### config.mk
export PLATFORM = sky130hd
export DESIGN_NAME = cdc_handshake_tx_flat
export DESIGN_NICKNAME = d
export VERILOG_FILES = /design/src/rtl/cdc_pkg.sv /design/src/rtl/cdc_handshake_tx_if.sv /design/src/rtl/cdc_level_sync.sv /design/src/rtl/cdc_handshake_tx.sv /design/src/flat_wrapper.sv
export SDC_FILE = /design/constraint.sdc
export NUM_CORES = 1
export LEC_CHECK = 0
export CAP_MARGIN = 0
export CELL_PAD_IN_SITES_DETAIL_PLACEMENT = 0
export CELL_PAD_IN_SITES_GLOBAL_PLACEMENT = 1
export CORE_AREA = 4 4 41 43
export CTS_CLUSTER_SIZE = 14
export DETAILED_ROUTE_END_ITERATION = 8
export DIE_AREA = 0 0 45 47
export DONT_BUFFER_PORTS = 1
export PLACE_DENSITY_LB_ADDON = 0.1
export SYNTH_ARGS = -nofsm -noshare
export SYNTH_HDL_FRONTEND = slang
export SYNTH_SLANG_ARGS = --single-unit
### constraint.sdc
create_clock -name clk -period 2.06 [get_ports clk]
set_clock_uncertainty 0.1 [all_clocks]
set_input_delay 0.206 -clock clk [delete_from_list [all_inputs] [get_ports clk]]
set_output_delay 0.206 -clock clk [all_outputs]
set_load 0.01 [all_outputs]
### src/rtl/cdc_pkg.sv
// Shared types and constants for the CDC handshake blocks (tx end now, rx end later).
package cdc_pkg;

    typedef enum logic [1:0] {IDLE, REQ, DROP} cdc_tx_state_t;

    localparam int unsigned CDC_MIN_SYNC_STAGES = 2;

endpackage

### src/rtl/cdc_handshake_tx_if.sv
// Signal bundle for cdc_handshake_tx: upstream valid/ready port plus the req/ack CDC pair.
interface cdc_handshake_tx_if #(
    parameter int unsigned DATA_W = 8
);

    logic              s_valid;
    logic              s_ready;
    logic [DATA_W-1:0] s_data;
    logic              tx_req;
    logic [DATA_W-1:0] tx_data;
    logic              tx_ack_async;
    logic              err_timeout;

    // master: the handshake transmitter; slave: upstream source plus far end
    modport master (
        input  s_valid, s_data, tx_ack_async,
        output s_ready, tx_req, tx_data, err_timeout
    );

    modport slave (
        output s_valid, s_data, tx_ack_async,
        input  s_ready, tx_req, tx_data, err_timeout
    );

endinterface

### src/rtl/cdc_level_sync.sv
// Multi-flop level synchronizer with asynchronous active-high reset.
module cdc_level_sync
    import cdc_pkg::*;
#(
    parameter int unsigned STAGES = 2
) (
    input  logic clk,
    input  logic rst,
    input  logic d,
    output logic q
);

    // Fewer than two stages gives no metastability protection, so clamp up
    localparam int unsigned N = (STAGES < CDC_MIN_SYNC_STAGES) ? CDC_MIN_SYNC_STAGES : STAGES;

    logic [N-1:0] sync_q;

    always_ff @(posedge clk or posedge rst) begin
        if (rst) begin
            sync_q <= '0;
        end else begin
            sync_q <= {sync_q[N-2:0], d};
        end
    end

    assign q = sync_q[N-1];

endmodule

### src/rtl/cdc_handshake_tx.sv
// Source end of a 4-phase req/ack CDC handshake; tx_data is held stable while req is high.
// Optional sticky per-phase timeout flag enabled by defining CDC_TX_TIMEOUT_EN.
module cdc_handshake_tx
    import cdc_pkg::*;
#(
    parameter int unsigned DATA_W      = 8,
    parameter int unsigned SYNC_STAGES = 2,
    parameter int unsigned TIMEOUT_CYC = 1024
) (
    input  logic                clk,
    input  logic                rst,
    cdc_handshake_tx_if.master  bus
);

    cdc_tx_state_t     state_q, state_d;
    logic              req_q, req_d;
    logic [DATA_W-1:0] data_q, data_d;
    logic              ack_s;
    logic              ready;

    cdc_level_sync #(
        .STAGES (SYNC_STAGES)
    ) u_ack_sync (
        .clk (clk),
        .rst (rst),
        .d   (bus.tx_ack_async),
        .q   (ack_s)
    );

    // A stale high ack in IDLE blocks acceptance until it falls
    assign ready = (state_q == IDLE) && !ack_s;

    always_comb begin
        state_d = state_q;
        req_d   = req_q;
        data_d  = data_q;
        unique case (state_q)
            IDLE: begin
                if (bus.s_valid && ready) begin
                    data_d  = bus.s_data;
                    req_d   = 1'b1;
                    state_d = REQ;
                end
            end
            REQ: begin
                if (ack_s) begin
                    req_d   = 1'b0;
                    state_d = DROP;
                end
            end
            DROP: begin
                if (!ack_s) begin
                    state_d = IDLE;
                end
            end
            default: begin
                req_d   = 1'b0;
                state_d = IDLE;
            end
        endcase
    end

    always_ff @(posedge clk or posedge rst) begin
        if (rst) begin
            state_q <= IDLE;
            req_q   <= 1'b0;
            data_q  <= '0;
        end else begin
            state_q <= state_d;
            req_q   <= req_d;
            data_q  <= data_d;
        end
    end

    assign bus.s_ready = ready;
    assign bus.tx_req  = req_q;
    assign bus.tx_data = data_q;

`ifdef CDC_TX_TIMEOUT_EN
    localparam int unsigned CNT_W = $clog2(TIMEOUT_CYC + 1);

    logic [CNT_W-1:0] cnt_q, cnt_d;
    logic             err_q, err_d;

    // Counter saturates at the limit; the FSM keeps waiting regardless
    always_comb begin
        cnt_d = cnt_q;
        err_d = err_q;
        if (state_d != state_q) begin
            cnt_d = '0;
        end else if (state_q != IDLE && cnt_q != CNT_W'(TIMEOUT_CYC)) begin
            cnt_d = cnt_q + CNT_W'(1);
        end
        if (state_q != IDLE && cnt_d == CNT_W'(TIMEOUT_CYC)) begin
            err_d = 1'b1;
        end
    end

    always_ff @(posedge clk or posedge rst) begin
        if (rst) begin
            cnt_q <= '0;
            err_q <= 1'b0;
        end else begin
            cnt_q <= cnt_d;
            err_q <= err_d;
        end
    end

    assign bus.err_timeout = err_q;
`else
    assign bus.err_timeout = 1'b0;
`endif

endmodule

### src/flat_wrapper.sv
// flat-port wrapper written by rule: the top's interface ports become plain ports
module cdc_handshake_tx_flat import cdc_pkg::*;
#(
    parameter int unsigned DATA_W      = 8,
    parameter int unsigned SYNC_STAGES = 2,
    parameter int unsigned TIMEOUT_CYC = 1024
)
  (clk, rst, bus_s_valid, bus_s_data, bus_tx_ack_async, bus_s_ready, bus_tx_req, bus_tx_data, bus_err_timeout);
  cdc_handshake_tx_if #(.DATA_W(DATA_W)) bus_i ();
  input  logic clk;
  input  logic rst;
  input wire logic [$bits(bus_i.s_valid)-1:0] bus_s_valid;
  input wire logic [$bits(bus_i.s_data)-1:0] bus_s_data;
  input wire logic [$bits(bus_i.tx_ack_async)-1:0] bus_tx_ack_async;
  output wire logic [$bits(bus_i.s_ready)-1:0] bus_s_ready;
  output wire logic [$bits(bus_i.tx_req)-1:0] bus_tx_req;
  output wire logic [$bits(bus_i.tx_data)-1:0] bus_tx_data;
  output wire logic [$bits(bus_i.err_timeout)-1:0] bus_err_timeout;
  assign bus_i.s_valid = bus_s_valid;
  assign bus_i.s_data = bus_s_data;
  assign bus_i.tx_ack_async = bus_tx_ack_async;
  assign bus_s_ready = bus_i.s_ready;
  assign bus_tx_req = bus_i.tx_req;
  assign bus_tx_data = bus_i.tx_data;
  assign bus_err_timeout = bus_i.err_timeout;
  cdc_handshake_tx #(.DATA_W(DATA_W), .SYNC_STAGES(SYNC_STAGES), .TIMEOUT_CYC(TIMEOUT_CYC)) u_core (.clk(clk), .rst(rst), .bus(bus_i));
endmodule
After elaboration in Yosys (flattened, before gate mapping)
Index checks and enable logic that the tools add are counted.

storage, ports and cells
  bits in registers = 13
  latch bits = 0
  memory bits (writable) = 0
  memory bits (read-only) = 0
  bits of input ports = 12
  output and inout port bits = 11
  word-level logic and storage cells = 24
  memories = 0

operators by class
  add/sub/neg operators = 0
  multipliers = 0
  div/mod/pow operators = 0
  $lt $le $gt $ge = 0
  equal/unequal tests = 5
  shift operators = 0
  muxes and demuxes = 7
  bitwise operators = 1
  reduce and logical (&&, ||, !) cells = 7

operator list
  kind                                                  number
  2-to-1 mux 2 bit                                      3
  inequality test 2 bit (second input constant)         3
  case mux 2 bit (3 select lines)                       1
  AND reduction 3 bit                                   2
  case mux 1 bit (3 select lines)                       1
  equality test 2 x 1 -> 1 bit (second input constant)  1
  equality test 2 bit (second input constant)           1
  logical AND 1 bit                                     2
  zero test 2 bit                                       1
  2-to-1 mux 1 bit                                      2
  AND reduction 2 bit                                   1
  zero test 1 bit                                       1
  inverter 1 bit                                        1

Depth between registers and ports, before layout
  depth after elaboration = 5
  mapped depth = 2
  mapped depth without buffers = 2

Modules after synthesis
Synthesis repeated with hierarchy kept, for this count alone.

second synthesis, totals
  cell total of the unflattened synthesis = 36
  area, all modules = 513.0 um^2

modules (own cells, without submodules)
  module            instances  cells an instance  area an instance (um^2)  sequential area each (um^2)
  cdc_handshake_tx  1          33                 459.2                    275.3
  cdc_level_sync    1          3                  53.8                     50.0

Least setup slack after synthesis
No wires, ideal clock.

  path kind = register -> register
  start point = reg u_core.state_q[0]
  end point = reg u_core.data_q[0] (netlist: u_core.bus.tx_data[0])
  library setup time = 125 ps
  arrival time = 1304 ps
  data required time = 1835 ps
  setup slack = 531 ps
  cell stages (with the launch flop) = 3
  buffers on the path = 0
  clock period less this slack = 1529 ps
  path through = dfrtp_1 > nor4b_4 > mux2_2

on the way
  cells in the longest elaborated chain, start to end = 4

ends and longest elaborated chain
  item                               line                                            RTL
  from (decl)                        cdc_handshake_tx.sv:15                          cdc_tx_state_t state_q, state_d;
  from (signal assigned)             cdc_handshake_tx.sv:69                          state_q <= state_d;
  zero test 2 bit (*)                cdc_handshake_tx.sv:31, cdc_handshake_tx.sv:37
  logical AND 1 bit                  cdc_handshake_tx.sv:31                          assign ready = (state_q == IDLE) && !ack_s;
  logical AND 1 bit                  cdc_handshake_tx.sv:39                          if (bus.s_valid && ready) begin
  AND reduction 2 bit (no line) (*)  n/a
  to (signal assigned)               cdc_handshake_tx.sv:71                          data_q <= data_d;
  to (decl)                          cdc_handshake_tx.sv:17                          logic [DATA_W-1:0] data_q, data_d;

Every way passes the cells marked *; elsewhere a longest branch is shown, timed or not.
A chain may end at the register's enable or synchronous reset.

Worst setup path in the final report
  start point = reg u_core.state_q[0]
  end point = reg u_core.data_q[2] (netlist: u_core.bus.tx_data[2])

Same word-level chain as after synthesis.

==> summary.md <==
| Metric | Value |
|---|---|
| Row count | `13` |
| Vias per inst | `4.64` |
| Register area share after synthesis | `65.5%` |
| Largest net degree at the start of global routing | `14` |
| Mean Syn Cell Area | `15.5 sq um` |
| Die ar. | `0.00212 sq mm` |
| Core Box Area | `0.00130 sq mm` |
| Crit path kind | `reg2reg` |
| #FFs+latches synth | `13` |
| Metal-1 WL | `292 microns` |
| Share of cells above drive strength 1 | `28.3%` |
| IO Port Bufs | `0` |
| CTS tree | `built` |
| DR iter-0 viols | `1` |
| Multiplexer share of the synthesized area | `18.1%` |
| Final Util | `49.5%` |
| WL met3 | `110 microns` |
| Yosys warns | `0` |
| Max transition margin | `60.8%` |
| Simple-gate area share of the yosys netlist | `8.82%` |
| Cell area after layout | `644 sq um` |
| Largest family of logic cells by synthesized area | `multiplexers` |
| Worst Hold Depth | `2` |
| Area growth, synth to finish | `29.7%` |
| Drt total wl | `864 microns` |
| Initial core utilization | `38.2%` |
| CP required | `2110 ps` |
| DR WL/cell | `14.2 microns` |
| Grt total ovfl | `0` |
| Post-Syn Area | `497 sq um` |
| Xor/xnor cell area share of the yosys netlist | `1.76%` |
| Final hold violation count | `0` |
| Minimum clock period | `1680 ps` |
| Maximum VDD drop | `0.000448 V` |
| Pre-Repair DR Iteration Count | `2` |
| Max cap viols | `0` |
| Post-DP HPWL | `641 microns` |
| DP Area | `508 sq um` |
| Final Max Slew Viols | `0` |
| DRT antenna net count | `0` |
| Vias in the first global route | `323` |
| Worst R2R End | `u_core.bus.tx_data[2]` |
| Initial antenna violation count | `0` |
| Top-Level Pins | `23` |
| Ant diodes | `0` |
| Global-route wire length before repair | `1380 microns` |
| CP Capture Type | `flop` |
| Vias | `283` |
| Routability cong. | `0.626` |
| Status | `finished, final reports clean` |
| Die width | `45 microns` |
| CTS root buf | `clkbuf_4` |
| Final Non-Filler Cells | `61` |
| RR Startpoint | `u_core.state_q[0]` |
| Post-synthesis compound-gate area fraction | `2.77%` |
| Arr. time, crit path | `1720 ps` |
| PD cells | `966 mW/mm^2` |
| Final period util | `81.3%` |
| R2R depth | `2` |
| Flop-to-flop setup slack | `380 ps` |
| Hold crit path type | `in2reg` |
| Skew-Pair Late Insertion Delay | `260 ps` |
| Post-Place Cells | `46` |
| Crit path max fanout | `9` |
| # fillers | `114` |
| Pleak | `0.282 nW` |
| Gr usage total | `9.52%` |
| Final TNS setup | `0 ps` |
| Distinct cells, synth | `12` |
| Worst Hold End | `u_core.bus.tx_req` |
| CTS Buffer Depth | `2` |
| Unrepaired setup endpoints after global routing | `false` |
| Clock sinks | `13` |
| Syn Inst Count | `32` |
| Die H | `47 microns` |
| Crit path launch type | `flop` |
| Post-CTS Setup Bufs | `0` |
| Final Net Count | `59` |
| Worst hold start | `bus_s_valid` |
| Mapped Nets | `44` |
| Final setup vio count | `0` |
| H-tree levels | `1` |
| Fmax | `597 MHz` |
| Residual DRC count | `0` |
| Total CTS buffers | `3` |
| Worst Max-Slew Pin Slew | `586 ps` |
| Met2 routed WL | `461 microns` |
| Clk slew on worst S/H paths | `70 ps` |
| Top sig layer | `met3` |
| Synthesized-area fraction occupied by adder cells | `0%` |
-- critical path: stages (launching register included) --
cell and delay, ps:
dfrtp_1 450, nor4b_4 600, mux2_2 410
-- power by group --
part	switching [W]	total (W)	internal [W]
logic	0.0000305	0.0000937	0.0000633
registers	0.0000715	0.000385	0.000313
clock network	0.0000689	0.000144	0.0000748
-- cells in the mapped netlist, drive strengths merged --
cell | n | share of area, %
nor4b | 1 | 4.8
conb | 1 | 0.75
a21o | 1 | 1.8
buf | 1 | 1.5
nor3 | 2 | 2.0
mux2 | 8 | 18
xor2 | 1 | 1.8
nor2 | 1 | 0.75
o21ai | 1 | 1.0
dfrtp | 13 | 65
inv | 1 | 0.75
and2 | 1 | 1.3
-- layout make-up --
cell class | count | area (sq um) | area share [%]
Clock buffer | 4 | 26.3 | 4.08
Inverter | 1 | 3.75 | 0.583
Multi-Input combinational cell | 17 | 160 | 24.9
Sequential cell | 13 | 325 | 50.5
Tap cell | 15 | 18.8 | 2.91
Timing Repair Buffer | 11 | 110 | 17.1
-- metal layers --
layer | track usage [%] | vias up
li1 | - | 134
met1 | 8.45 | 134
met2 | 16.7 | 15
met3 | 4.60 | 0
met4 | 7.02 | 0
met5 | 0 | -
-- worst max-delay path by stage --
| stage | from | end | depth (start not counted) |
|---|---|---|---|
| 2_1_floorplan | u_core.state_q[0] | u_core.bus.tx_data[0] | 2 |
| 3_5_place_dp | u_core.state_q[0] | u_core.bus.tx_data[6] | 2 |
| 3_3_place_gp | u_core.state_q[0] | u_core.bus.tx_data[1] | 2 |
| 6_report | u_core.state_q[0] | u_core.bus.tx_data[2] | 2 |
| 4_1_cts | u_core.state_q[0] | u_core.bus.tx_data[6] | 2 |
| 5_1_grt | u_core.state_q[0] | u_core.bus.tx_data[6] | 2 |
-- cells by family (layout without fill, tap and decap cells) --
family                    count (synthesis)  in the layout
AOI/OAI and AO/OA                         2              2
xor gates and xnor gates                  1              1
buffers and inverters                     2             16
DFF                                      13             13
muxes                                     8              8
other                                     1              1
and+or+nand+nor                           5              5
-- what timing repair did --
item | in CTS | in global routing
endpoints found under the setup margin | 0 | 0
hold endpoints to repair | 23 | 0
resized for setup | 0 | 0
hold buffers | 11 | 0
-- metrics by stage --
| stage | hold WS (ps) | setup slack (ps) | total power (W) |
|---|---|---|---|
| after global placement | 27.1 | 426 | 0.000463 |
| after CTS | 212 | 331 | 0.000636 |
| final | 215 | 384 | 0.000622 |
| after global routing | 212 | 274 | 0.000658 |
| after detailed placement | 31.1 | 343 | 0.000472 |
| after floorplan | -17.0 | 531 | 0.000447 |
-- cell usage in the layout (no fill, tap or decap), types with 2 or more instances in the layout --
master and instances:
dlygate4sd3_1 11, nor3_1 2, clkbuf_4 3, dfrtp_1 13, mux2_2 8
-- flip-flops by register name (all words and copies together) (netlist names) --
register                  flops
u_core.bus.tx_req             1
u_core.u_ack_sync.sync_q      2
u_core.bus.tx_data            8
u_core.state_q                2
Note: power is estimated with default switching activity, not from simulation.
